--- src/rtl/unary_rx.sv ---
// Unary frame receiver: counts uin pulses between start and udone (or timeout)
// and offers the saturated count as a held result with a ready/valid handshake.
module unary_rx #(
  parameter int WIDTH   = 4,
  parameter int CW      = 2 * WIDTH,
  parameter int MAXV    = (2 ** WIDTH - 1) ** 2,
  parameter int TIMEOUT = 300
) (
  input  logic          clk,
  input  logic          reset_n,
  input  logic          start,
  input  logic          uin,
  input  logic          udone,
  input  logic          out_ready,
  output logic          busy,
  output logic          res_valid,
  output logic [CW-1:0] res,
  output logic          err_ovf,
  output logic          err_timeout,
  output logic          err_overrun
);

  localparam int TW = $clog2(TIMEOUT + 1);
  localparam logic [CW-1:0] MaxC     = CW'(MAXV);
  localparam logic [TW-1:0] TimeoutC = TW'(TIMEOUT);

  typedef enum logic [1:0] {IDLE, COUNT, HOLD} state_e;

  state_e        state_q, state_d;
  logic [CW-1:0] count_q, count_d;
  logic [TW-1:0] cyc_q, cyc_d;
  logic [CW-1:0] res_q, res_d;
  logic          busy_q, busy_d;
  logic          valid_q, valid_d;
  logic          ovf_q, ovf_d;
  logic          tmo_q, tmo_d;
  logic          ovr_q, ovr_d;

  logic          atMax;
  logic [CW-1:0] countInc;
  logic          incOvf;
  logic [TW-1:0] cycInc;
  logic          timeoutHit;

  // The count saturates at MAXV; an increment attempted there flags overflow.
  assign atMax      = (count_q >= MaxC);
  assign countInc   = (uin && !atMax) ? count_q + 1'b1 : count_q;
  assign incOvf     = uin && atMax;
  assign cycInc     = cyc_q + 1'b1;
  assign timeoutHit = (cycInc == TimeoutC);

  always_ff @(posedge clk or negedge reset_n) begin
    if (!reset_n) begin
      state_q <= IDLE;
      count_q <= '0;
      cyc_q   <= '0;
      res_q   <= '0;
      busy_q  <= 1'b0;
      valid_q <= 1'b0;
      ovf_q   <= 1'b0;
      tmo_q   <= 1'b0;
      ovr_q   <= 1'b0;
    end else begin
      state_q <= state_d;
      count_q <= count_d;
      cyc_q   <= cyc_d;
      res_q   <= res_d;
      busy_q  <= busy_d;
      valid_q <= valid_d;
      ovf_q   <= ovf_d;
      tmo_q   <= tmo_d;
      ovr_q   <= ovr_d;
    end
  end

  // In COUNT a new start wins over udone, and udone wins over the timeout.
  always_comb begin
    state_d = state_q;
    case (state_q)
      IDLE:    if (start) state_d = COUNT;
      COUNT: begin
        if (start)                    state_d = COUNT;
        else if (udone || timeoutHit) state_d = HOLD;
      end
      HOLD:    if (out_ready) state_d = start ? COUNT : IDLE;
      default: state_d = IDLE;
    endcase
  end

  always_comb begin
    count_d = count_q;
    cyc_d   = cyc_q;
    res_d   = res_q;
    ovf_d   = ovf_q;
    tmo_d   = tmo_q;
    ovr_d   = ovr_q;
    case (state_q)
      IDLE: begin
        if (start) begin
          count_d = '0;
          cyc_d   = '0;
          ovf_d   = 1'b0;
          tmo_d   = 1'b0;
        end
      end
      COUNT: begin
        if (start) begin
          count_d = '0;
          cyc_d   = '0;
          ovf_d   = 1'b0;
          tmo_d   = 1'b0;
        end else begin
          count_d = countInc;
          cyc_d   = cycInc;
          if (incOvf) ovf_d = 1'b1;
          if (udone) begin
            res_d = countInc;
          end else if (timeoutHit) begin
            res_d = countInc;
            tmo_d = 1'b1;
          end
        end
      end
      HOLD: begin
        // A start while the result is still unaccepted is dropped, not queued.
        if (start) begin
          if (out_ready) begin
            count_d = '0;
            cyc_d   = '0;
            ovf_d   = 1'b0;
            tmo_d   = 1'b0;
          end else begin
            ovr_d = 1'b1;
          end
        end
      end
      default: ;
    endcase
    busy_d  = (state_d == COUNT);
    valid_d = (state_d == HOLD);
  end

  assign busy        = busy_q;
  assign res_valid   = valid_q;
  assign res         = res_q;
  assign err_ovf     = ovf_q;
  assign err_timeout = tmo_q;
  assign err_overrun = ovr_q;

endmodule

--- config.mk ---
export PLATFORM = sky130hd
export DESIGN_NAME = unary_rx
export DESIGN_NICKNAME = d
export VERILOG_FILES = /design/src/rtl/unary_rx.sv
export SDC_FILE = /design/constraint.sdc
export NUM_CORES = 1
export LEC_CHECK = 0
export CAP_MARGIN = 20
export CORE_MARGIN = 2
export CORE_UTILIZATION = 30
export CTS_CLUSTER_DIAMETER = 150
export CTS_CLUSTER_SIZE = 8
export DETAILED_ROUTE_END_ITERATION = 6
export SYNTH_ARGS = -nofsm -noshare
export SYNTH_HDL_FRONTEND = slang
export SYNTH_SLANG_ARGS = --single-unit
--- constraint.sdc ---
create_clock -name clk -period 6.73 [get_ports clk]
set_input_delay 1.6825 -clock clk [delete_from_list [all_inputs] [get_ports clk]]
set_output_delay 1.6825 -clock clk [all_outputs]
set_load 0.01 [all_outputs]
---- Word-level counts from Yosys, hierarchy flattened ----
Index checks and enable logic that the tools add are counted.
cells by class
  $add $sub $neg .......................... 2
  $lt $le $gt $ge ......................... 1
  equality and inequality tests ........... 11
  muxes and demuxes ....................... 29
  bitwise gates (word level) .............. 2
  reductions and logical operators ........ 12
operator list
  kind                 count
  $mux 8               7
  $mux 9               4
  $pmux 9 s3           1
  $pmux 8 s3           1
  $add 9x1->9 const B  1
  $eq 9x9->1 const B   1
  $mux 1               9
  $ne 3x3->1 const B   3
  $add 8x1->8 const B  1
  $ge 8x8->1 const B   1
  $mux 2               4
  $ne 2x2->1 const B   3
  $pmux 1 s3           2
  $pmux 2 s3           1
  $reduce_and 3->1     2
  $reduce_and 6->1     1
  $reduce_and 5->1     1
  $eq 2x1->1 const B   2
  $eq 2x2->1 const B   2
  $reduce_and 4->1     1
  $reduce_bool 3->1    1
  $logic_and 1x1->1    2
  $logic_not 2->1      1
  $not 1->1            2
  other kinds (3)      3
storage, ports and cells
  bits in registers ....................... 32
  word-level logic and storage cells ...... 66

---- Depth between registers and ports, before layout ----
  depth after elaboration ................. 7
  mapped depth ............................ 8
  gate-level depth less buffers ........... 8

---- Worst setup path after synthesis ----
OpenSTA, ideal clock, no wires.
  kind .................................... input -> register
  start point ............................. input uin
  end point ............................... register res_q[5], in the netlist res[5]
  data arrival time ....................... 2.764 ns
  required time ........................... 6.605 ns
  slack ................................... 3.841 ns
  stages on the path ...................... 6
  path buffers ............................ 1
  cell sequence ........................... nand2_1 -> nor4b_2 -> and3_1 -> clkbuf_1 -> xor2_1 -> mux2_4
on the way
  word-level cells in the longest chain between the ends .. 4
ends and longest elaborated chain
  what                  RTL line  text
  from (decl)           12        input logic uin,
  $logic_and 1x1->1 *   47        assign countInc = (uin && !atMax) ? count_q + 1'b1 : count_q;
  $mux 8 *              47
  $mux 8                118       end else if (timeoutHit) begin
  $mux 8 *              116       if (udone) begin
  to (signal assigned)  67        res_q <= res_d;
  to (decl)             32        logic [CW-1:0] res_q, res_d;
Every way passes the cells marked *; elsewhere a longest branch is shown, timed or not. The select of a mux whose other input is x is not followed.
A chain may end at the register's enable or synchronous reset.

---- Worst setup path after layout ----
  start point ............................. input start
  end point ............................... register res_q[3], in the netlist res[3]
on the way
  word-level cells in the longest chain between the ends .. 2
ends and longest elaborated chain
  what                        RTL line  text
  from (decl)                 11        input logic start,
  $not 1->1 (no line)         --
  $reduce_and 3->1 (no line)  --
Every way passes these cells.

==> summary.md <==
The run finished with clean final reports. The tools report the end of the worst register-to-register path as res[3]. The tool flagged a number of max-cap violations equal to 0.

The synthesized design contains 32 register bits. Total inserted antenna cells: 0. For the worst-skew pair, the clock arrives at the later sink with an insertion delay of 280 ps.

The number of sinks handled by clock tree synthesis was 32. The worst setup path is launched from a primary input. The root buffer cell is sky130_fd_sc_hd__clkbuf_8. The die footprint is 0.00638 sq mm, and the core occupancy in the finished layout is 0.376. The via count of the first global-routing pass is 1,250. The analysis attributes to cell leakage a power of 0.901 nW. The path type of the worst min-delay path is flop to flop. The worst register-to-register path begins at cyc_q[0].

The total overflow reported by the global router is 0, and the portion of the clock cycle consumed by the worst path in the final layout is 0.483. The actual transition at the worst max-transition pin is 536 ps. After clock tree synthesis, the clock-pin slew on the worst setup and hold paths is 70 ps.

The routed length on met1 is 1670 microns. The delay contributed by the slowest stage of the critical path was 510 ps; the count of synthesis-stage warnings from yosys was 0. The first-pass iteration count of the detailed router was 4.

For the overall fraction of global-route tracks in use, the log shows 0.118. At the end of the flow, the number of nets in the layout was 202. Measured in cells, the most critical reg-to-reg path has a length of 7.

Of all nets on the critical path, the largest fanout is 16. The fraction of layout cells with a size suffix above 1 was 0.156; the number of non-filler instances in the completed layout was 264. The hold buffer count at cts was 0; the number of standard-cell rows in the floorplan was 27. The detailed router used layers up to and including met4.

Walking the worst path, the cells encountered are clkdlybuf4s50_1, nor2_1, buf_4, o21a_1, mux2_4. The starting density of the core was 0.312; the mean post-synth cell area was 9.98 sq um. The number of cells on the worst hold path is 1, and the floorplan die width is 79.9 microns.

The total routed wirelength was 3390 microns. The predominant post-synthesis flop cell was sky130_fd_sc_hd__dfrtp_1. CTS built an H-tree with a depth of 2. The tools report the number of hold-slack violations in the final timing report as 0. The first global-routing pass estimated 5870 microns of wire.

In the routed design, unresolved DRC markers number 0. The run gives 0 as the remaining antenna violation count. At the worst endpoint, the required time is 6900 ps. For the number of vias in the routed layout, the log shows 1,306.

The largest individual stage delay along the critical path comes from the cell sky130_fd_sc_hd__clkdlybuf4s50_1. Fraction of registers with async set or reset after synthesis: 1.00. The run gives 473 ps as the worst hold margin.

The worst setup path is captured at a flop. The count of buffers inserted at the top-level ports was 18. The type of the setup path with the least slack is primary input to flop.

The initial antenna violation count is 0. The clock period could shrink to 3250 ps. From synthesis to final layout, the design area changed by 20.7%. The cell count after synthesis is 173. The run gives 0 as the max-slew violation count. Sum of negative setup slack: 0 ps. Including well taps, the total number of placed cells is 256. In this run, the number of DRC markers left after iteration 0 of detailed routing was 93. Across the VDD grid, the largest voltage drop is 90.4 uV. Setup slack on the worst reg-to-reg path comes out at 4120 ps. Once the clock tree was built, the resizer swapped 0 gates to a different size.

The total core area was 0.00554 sq mm. The startpoint identified for the worst hold timing path is err_overrun. Data on the critical path arrives at its endpoint at 3420 ps. The congestion estimate from routability-driven global placement came to 0.760. In the detailed route, the total length drawn on met2 is 1540 microns. The number of vias per cell after detailed routing came out at 4.95. Timing would allow up to 308 MHz. The y dimension of the die is 79.9 microns, and the synthesized net count is 184. Entering global routing, the biggest net connects 33 pins. The sum of met3 wire segment lengths after detailed routing was 133 microns; the buffer count from post-CTS setup fixing was 0. The final clock skew is 3.40 ps. In the final routed layout, each cell accounts on average for 12.8 microns. The worst hold path terminates at err_overrun. Netlist area before placement: 0.00173 sq mm.

Dividing total power by cell area gives a power density of 234 mW/mm^2. In this run, CTS created clock tree buffers numbering 5. The worst max-slew margin expressed relative to the limit was 0.642. TritonCTS built the clock tree.

The synthesized design contains 0 enable-type register cells. The maximum clock path buffer count is 2. The total power consumption of the routed design is 488 uW, and the count of endpoints failing setup in the final report is 0.

Setup repair after global routing left no endpoint under its margin. For the HPWL after detailed placement, the log shows 2320 microns. The count of distinct cell types in the synthesized netlist is 43. The tools report the sequential element share of the synthesized area as 0.464. The number of top-level design ports is 19.
where the power goes:
group          total [mW]  leakage, nW  internal [mW]  switching [mW]
clock               0.183       0.0541          0.109          0.0733
sequential          0.223        0.432          0.208          0.0154
combinational      0.0817        0.415         0.0409          0.0408
total               0.488        0.901          0.358           0.129
layout by cell type, fill, tap and decap left out, types with 4 or more instances in the layout:
cell type                         instances
sky130_fd_sc_hd__a31oi_1                  4
sky130_fd_sc_hd__a21oi_1                  5
sky130_fd_sc_hd__nand4_1                  4
sky130_fd_sc_hd__mux2_4                   8
sky130_fd_sc_hd__clkbuf_8                 5
sky130_fd_sc_hd__nor2_1                  11
sky130_fd_sc_hd__inv_1                    5
sky130_fd_sc_hd__xor2_1                   6
sky130_fd_sc_hd__clkdlybuf4s50_1         18
sky130_fd_sc_hd__o21ai_0                 25
sky130_fd_sc_hd__dfrtp_1                 32
sky130_fd_sc_hd__o31ai_1                  5
sky130_fd_sc_hd__nand2_1                 16
sky130_fd_sc_hd__ha_1                     5
final cells by class:
cell class	instances	area, sq um
clock buffers	5	68.8
clock inverters	3	42.5
fillers	542	3460
inverters	5	18.8
multi-input cells	126	860
flip-flops and latches	32	801
well taps	72	90.1
repair buffers	21	203
per-stage QoR:
step,setup slack [ps],cell area [sq um]
6_report,3480,2080
5_1_grt,3350,2080
4_1_cts,3470,2080
3_5_place_dp,3180,1970
3_3_place_gp,3180,1970
2_1_floorplan,3840,1730
how the worst max path moves through the flow:
stage | start | endpoint | slack, ps
after global routing | start | res[3] | 3350
after floorplan | uin | res[5] | 3840
final | start | res[3] | 3480
after CTS | start | res[3] | 3470
after global placement | start | res[1] | 3180
after detailed placement | start | res[0] | 3180
cells by family (layout without fill, tap and decap cells):
kind of cell,after synthesis,after routing,synth area share
simple gates,56,56,0.183
buf+inv,15,34,0.0384
flops,32,32,0.464
xor+xnor,9,9,0.0457
fa+ha+maj,5,5,0.0362
compound gates,48,48,0.164
mux,8,8,0.0696
per-layer routing:
| metal | track usage | vias up |
|---|---|---|
| met3 | 0.0283 | 7 |
| met1 | 0.161 | 626 |
| met2 | 0.183 | 23 |
| li1 | - | 650 |
| met5 | 0 | - |
| met4 | 0.0407 | 0 |
synth_stat cells, types with 2 or more instances:
library cell	instances	area [sq um]
sky130_fd_sc_hd__a21oi_1	5	25.0
sky130_fd_sc_hd__a31oi_1	4	25.0
sky130_fd_sc_hd__and3_1	2	12.5
sky130_fd_sc_hd__buf_2	2	10.0
sky130_fd_sc_hd__clkbuf_1	7	26.3
sky130_fd_sc_hd__dfrtp_1	32	801
sky130_fd_sc_hd__ha_1	5	62.6
sky130_fd_sc_hd__inv_1	5	18.8
sky130_fd_sc_hd__mux2_4	8	120
sky130_fd_sc_hd__nand2_1	16	60.1
sky130_fd_sc_hd__nand2b_1	2	12.5
sky130_fd_sc_hd__nand3_1	3	15.0
sky130_fd_sc_hd__nand3_2	2	20.0
sky130_fd_sc_hd__nand4_1	4	25.0
sky130_fd_sc_hd__nor2_1	11	41.3
sky130_fd_sc_hd__o21a_1	2	15.0
sky130_fd_sc_hd__o21ai_0	25	125
sky130_fd_sc_hd__o31ai_1	5	37.5
sky130_fd_sc_hd__or2_1	2	12.5
sky130_fd_sc_hd__xnor2_1	3	26.3
sky130_fd_sc_hd__xor2_1	6	52.6
state kept, by name, summed over array words and instances, names as in the netlist:
name and count:
busy 1, count_q 8, cyc_q 9, err_overrun 1, err_ovf 1, err_timeout 1
res 8, res_valid 1, state_q 2
critical path, delay by kind of cell:
kind                   cells  cell delay (ps)
multiplexers               1              350
AO/OA/AOI/OAI              1              500
AND/OR/NAND/NOR            1              140
buffers and inverters      2              740
Note: power is estimated with default switching activity, not from simulation.
==> RTL change (same settings) <==
The parameter `WIDTH` goes from 4 to 5.
--- a/src/rtl/unary_rx.sv
+++ b/src/rtl/unary_rx.sv
@@ -1,7 +1,7 @@
 // Unary frame receiver: counts uin pulses between start and udone (or timeout)
 // and offers the saturated count as a held result with a ready/valid handshake.
 module unary_rx #(
-  parameter int WIDTH   = 4,
+  parameter int WIDTH   = 5,
   parameter int CW      = 2 * WIDTH,
   parameter int MAXV    = (2 ** WIDTH - 1) ** 2,
   parameter int TIMEOUT = 300
Interface: changed (resized res); port bits go from 19 to 21. The function was not compared with the original's and may differ.
==> RTL change against the unedited design <==
Routed wire length is 24% higher; power is 4.2% higher; synthesized area is 17% higher; sequential cell count is 4 higher; clock skew is 0.0074 ns higher; first-iteration DRC count is 19% lower; cell count is 11% higher; final area is 14% higher; critical endpoint is now res[0]$_DFFE_PN0P_; worst setup slack worse by 0.50 ns; die area is 16% higher; utilization is 0.79 points lower.
==> RTL change: results (changes against the unedited design) <==
| Metric | Value |
|---|---|
| Clk slew on worst S/H paths | approximately 0.08 ns |
| Maximum vdd drop | 0.131 mV (+45%) |
| Global-route wire length before repair | 7.22 mm (+23%) |
| Status | finished, final reports clean |
| Ranking of synthesized cells by area | dfrtp_1, o21ai_0, mux2_4 |
| HP Class | reg2reg |
| Register area share after synthesis | 44.4% (-1.9 points) |
| Worst R2R Path Depth | 6 (-1) |
| CP max stage delay | 0.76 ns (+0.25 ns) |
| Synth top cells by count | dfrtp_1, o21ai_0, nand2_1, nor2_1 |
| Share of post-route cells with drive strength above 1 | 17.6% (+2.0 points) |
| Final nets | 226 (+12%) |
| Yosys warns | 0 (unchanged) |
| Largest net degree at the start of global routing | 37 (+12%) |
| CTS resizes | 0 (unchanged) |
| Ys async rst share | 100% (unchanged) |
| Synthesized net count | 204 (+11%) |
| Port bufs | 20 (+2) |
| Period utilization | 55.7% (+7.4 points) |
| Distinct cells, synth | 47 (+9.3%) |
| Worst hold path startpoint | err_overrun$_DFFE_PN0P_ |
| Fin Clk Skew | 0.0108 ns (+0.00741 ns) |
| Setup slack, reg-to-reg | 4.31 ns (+0.19 ns) |
| Clock Tree Buf Depth | 2 (unchanged) |
| Hold path cells | 1 (unchanged) |
| Worst-path fanout max | 18 (+2) |
| Data arrival time of the critical path | 3.93 ns (+0.51 ns) |
| CP delay by family, top | compound AO/OA/AOI/OAI gates |
| R2r startpoint | cyc_q[0]$_DFFE_PN0P_ |
| TritonCTS Buffers | 5 (unchanged) |
| Detail Placement HPWL | 2.83 mm (+22%) |
| Pins Over Slew Limit | 0 (unchanged) |
| FILL cells | 655 (+21%) |
| Drt initial violations | 75 (-19%) |
| Crit. Startpoint | start |
| Pre-CTS setup slack | 2.65 ns (-0.532 ns) |
| Post-CTS Setup Inserts | 0 (unchanged) |
| Gpl congestion | 0.750 (-1.3%) |
| CTS root buffer | clkbuf_8 |
| Slowest stage cell on the critical path | a22oi_2 |
| Worst skew pair latency | roughly 0.29 ns |
| Slew margin rel. | 37.3% (-27 points) |
| WHS Endpoint | err_overrun$_DFFE_PN0P_ |
| Drt total wl | 4.20 mm (+24%) |
| Post-DR vias/cell | 5.07 (+2.5%) |
| End of the critical path | res[0]$_DFFE_PN0P_ |
| Static leakage | 1.07 nW (+19%) |
| H-tree Lvls | 2 (unchanged) |
| Initial antenna violation count | 0 (unchanged) |
| DRT Pass-1 Iters | 4 (unchanged) |
| Total Routing Usage GR | 12.3% (+0.44 points) |
| Vias in the first global route | 1484 (+19%) |
| Switch Pwr | 0.146 mW (+13%) |
| Ant. Diodes | 0 (unchanged) |
RTL change: power groups by stage:
stage | clock network, mW | logic [mW] | registers (mW)
after floorplan | 0 | 0.0542 | 0.251
after global placement | 0 | 0.0965 | 0.249
after detailed placement | 0 | 0.0986 | 0.250
after CTS | 0.172 | 0.0992 | 0.245
after global routing | 0.183 | 0.109 | 0.248
final | 0.166 | 0.0975 | 0.245
RTL change: per-layer routing:
metal	share of wire, %	global-route usage (%)
met1	51	17.3
met2	44	19.0
met3	3.5	2.48
met4	1.1	3.84
met5	0	0
RTL change: kinds of logic (layout without fill, tap and decap cells):
family	count (synthesis)	after routing	synth area share, %
xor gates and xnor gates	12	12	5.19
muxes	11	11	7.35
adders and majority gates	5	5	3.09
buffers and inverters	14	37	3.89
AOI/OAI and AO/OA	53	53	17.5
and+or+nand+nor	62	62	18.6
DFF	36	36	44.4
RTL change: per-stage QoR:
| step | total power, mW | hold slack (ns) | area, µm² | instances |
|---|---|---|---|---|
| floorplan | 0.305 | 0.489 | 2030 | 193 |
| global placement | 0.346 | 0.467 | 2280 | 285 |
| detailed placement | 0.348 | 0.471 | 2280 | 285 |
| CTS | 0.517 | 0.494 | 2380 | 293 |
| global route | 0.540 | 0.510 | 2380 | 293 |
| finish | 0.508 | 0.480 | 2380 | 293 |
RTL change: final cells by class:
cell class	count	share of cell area (%)
Multi-Input combinational cell	143	44.1
Sequential cell	36	37.9
Timing Repair Buffer	22	8.84
Tap cell	77	4.05
Clock buffer	6	3.47
Inverter	7	1.11
Clock inverter	2	0.579
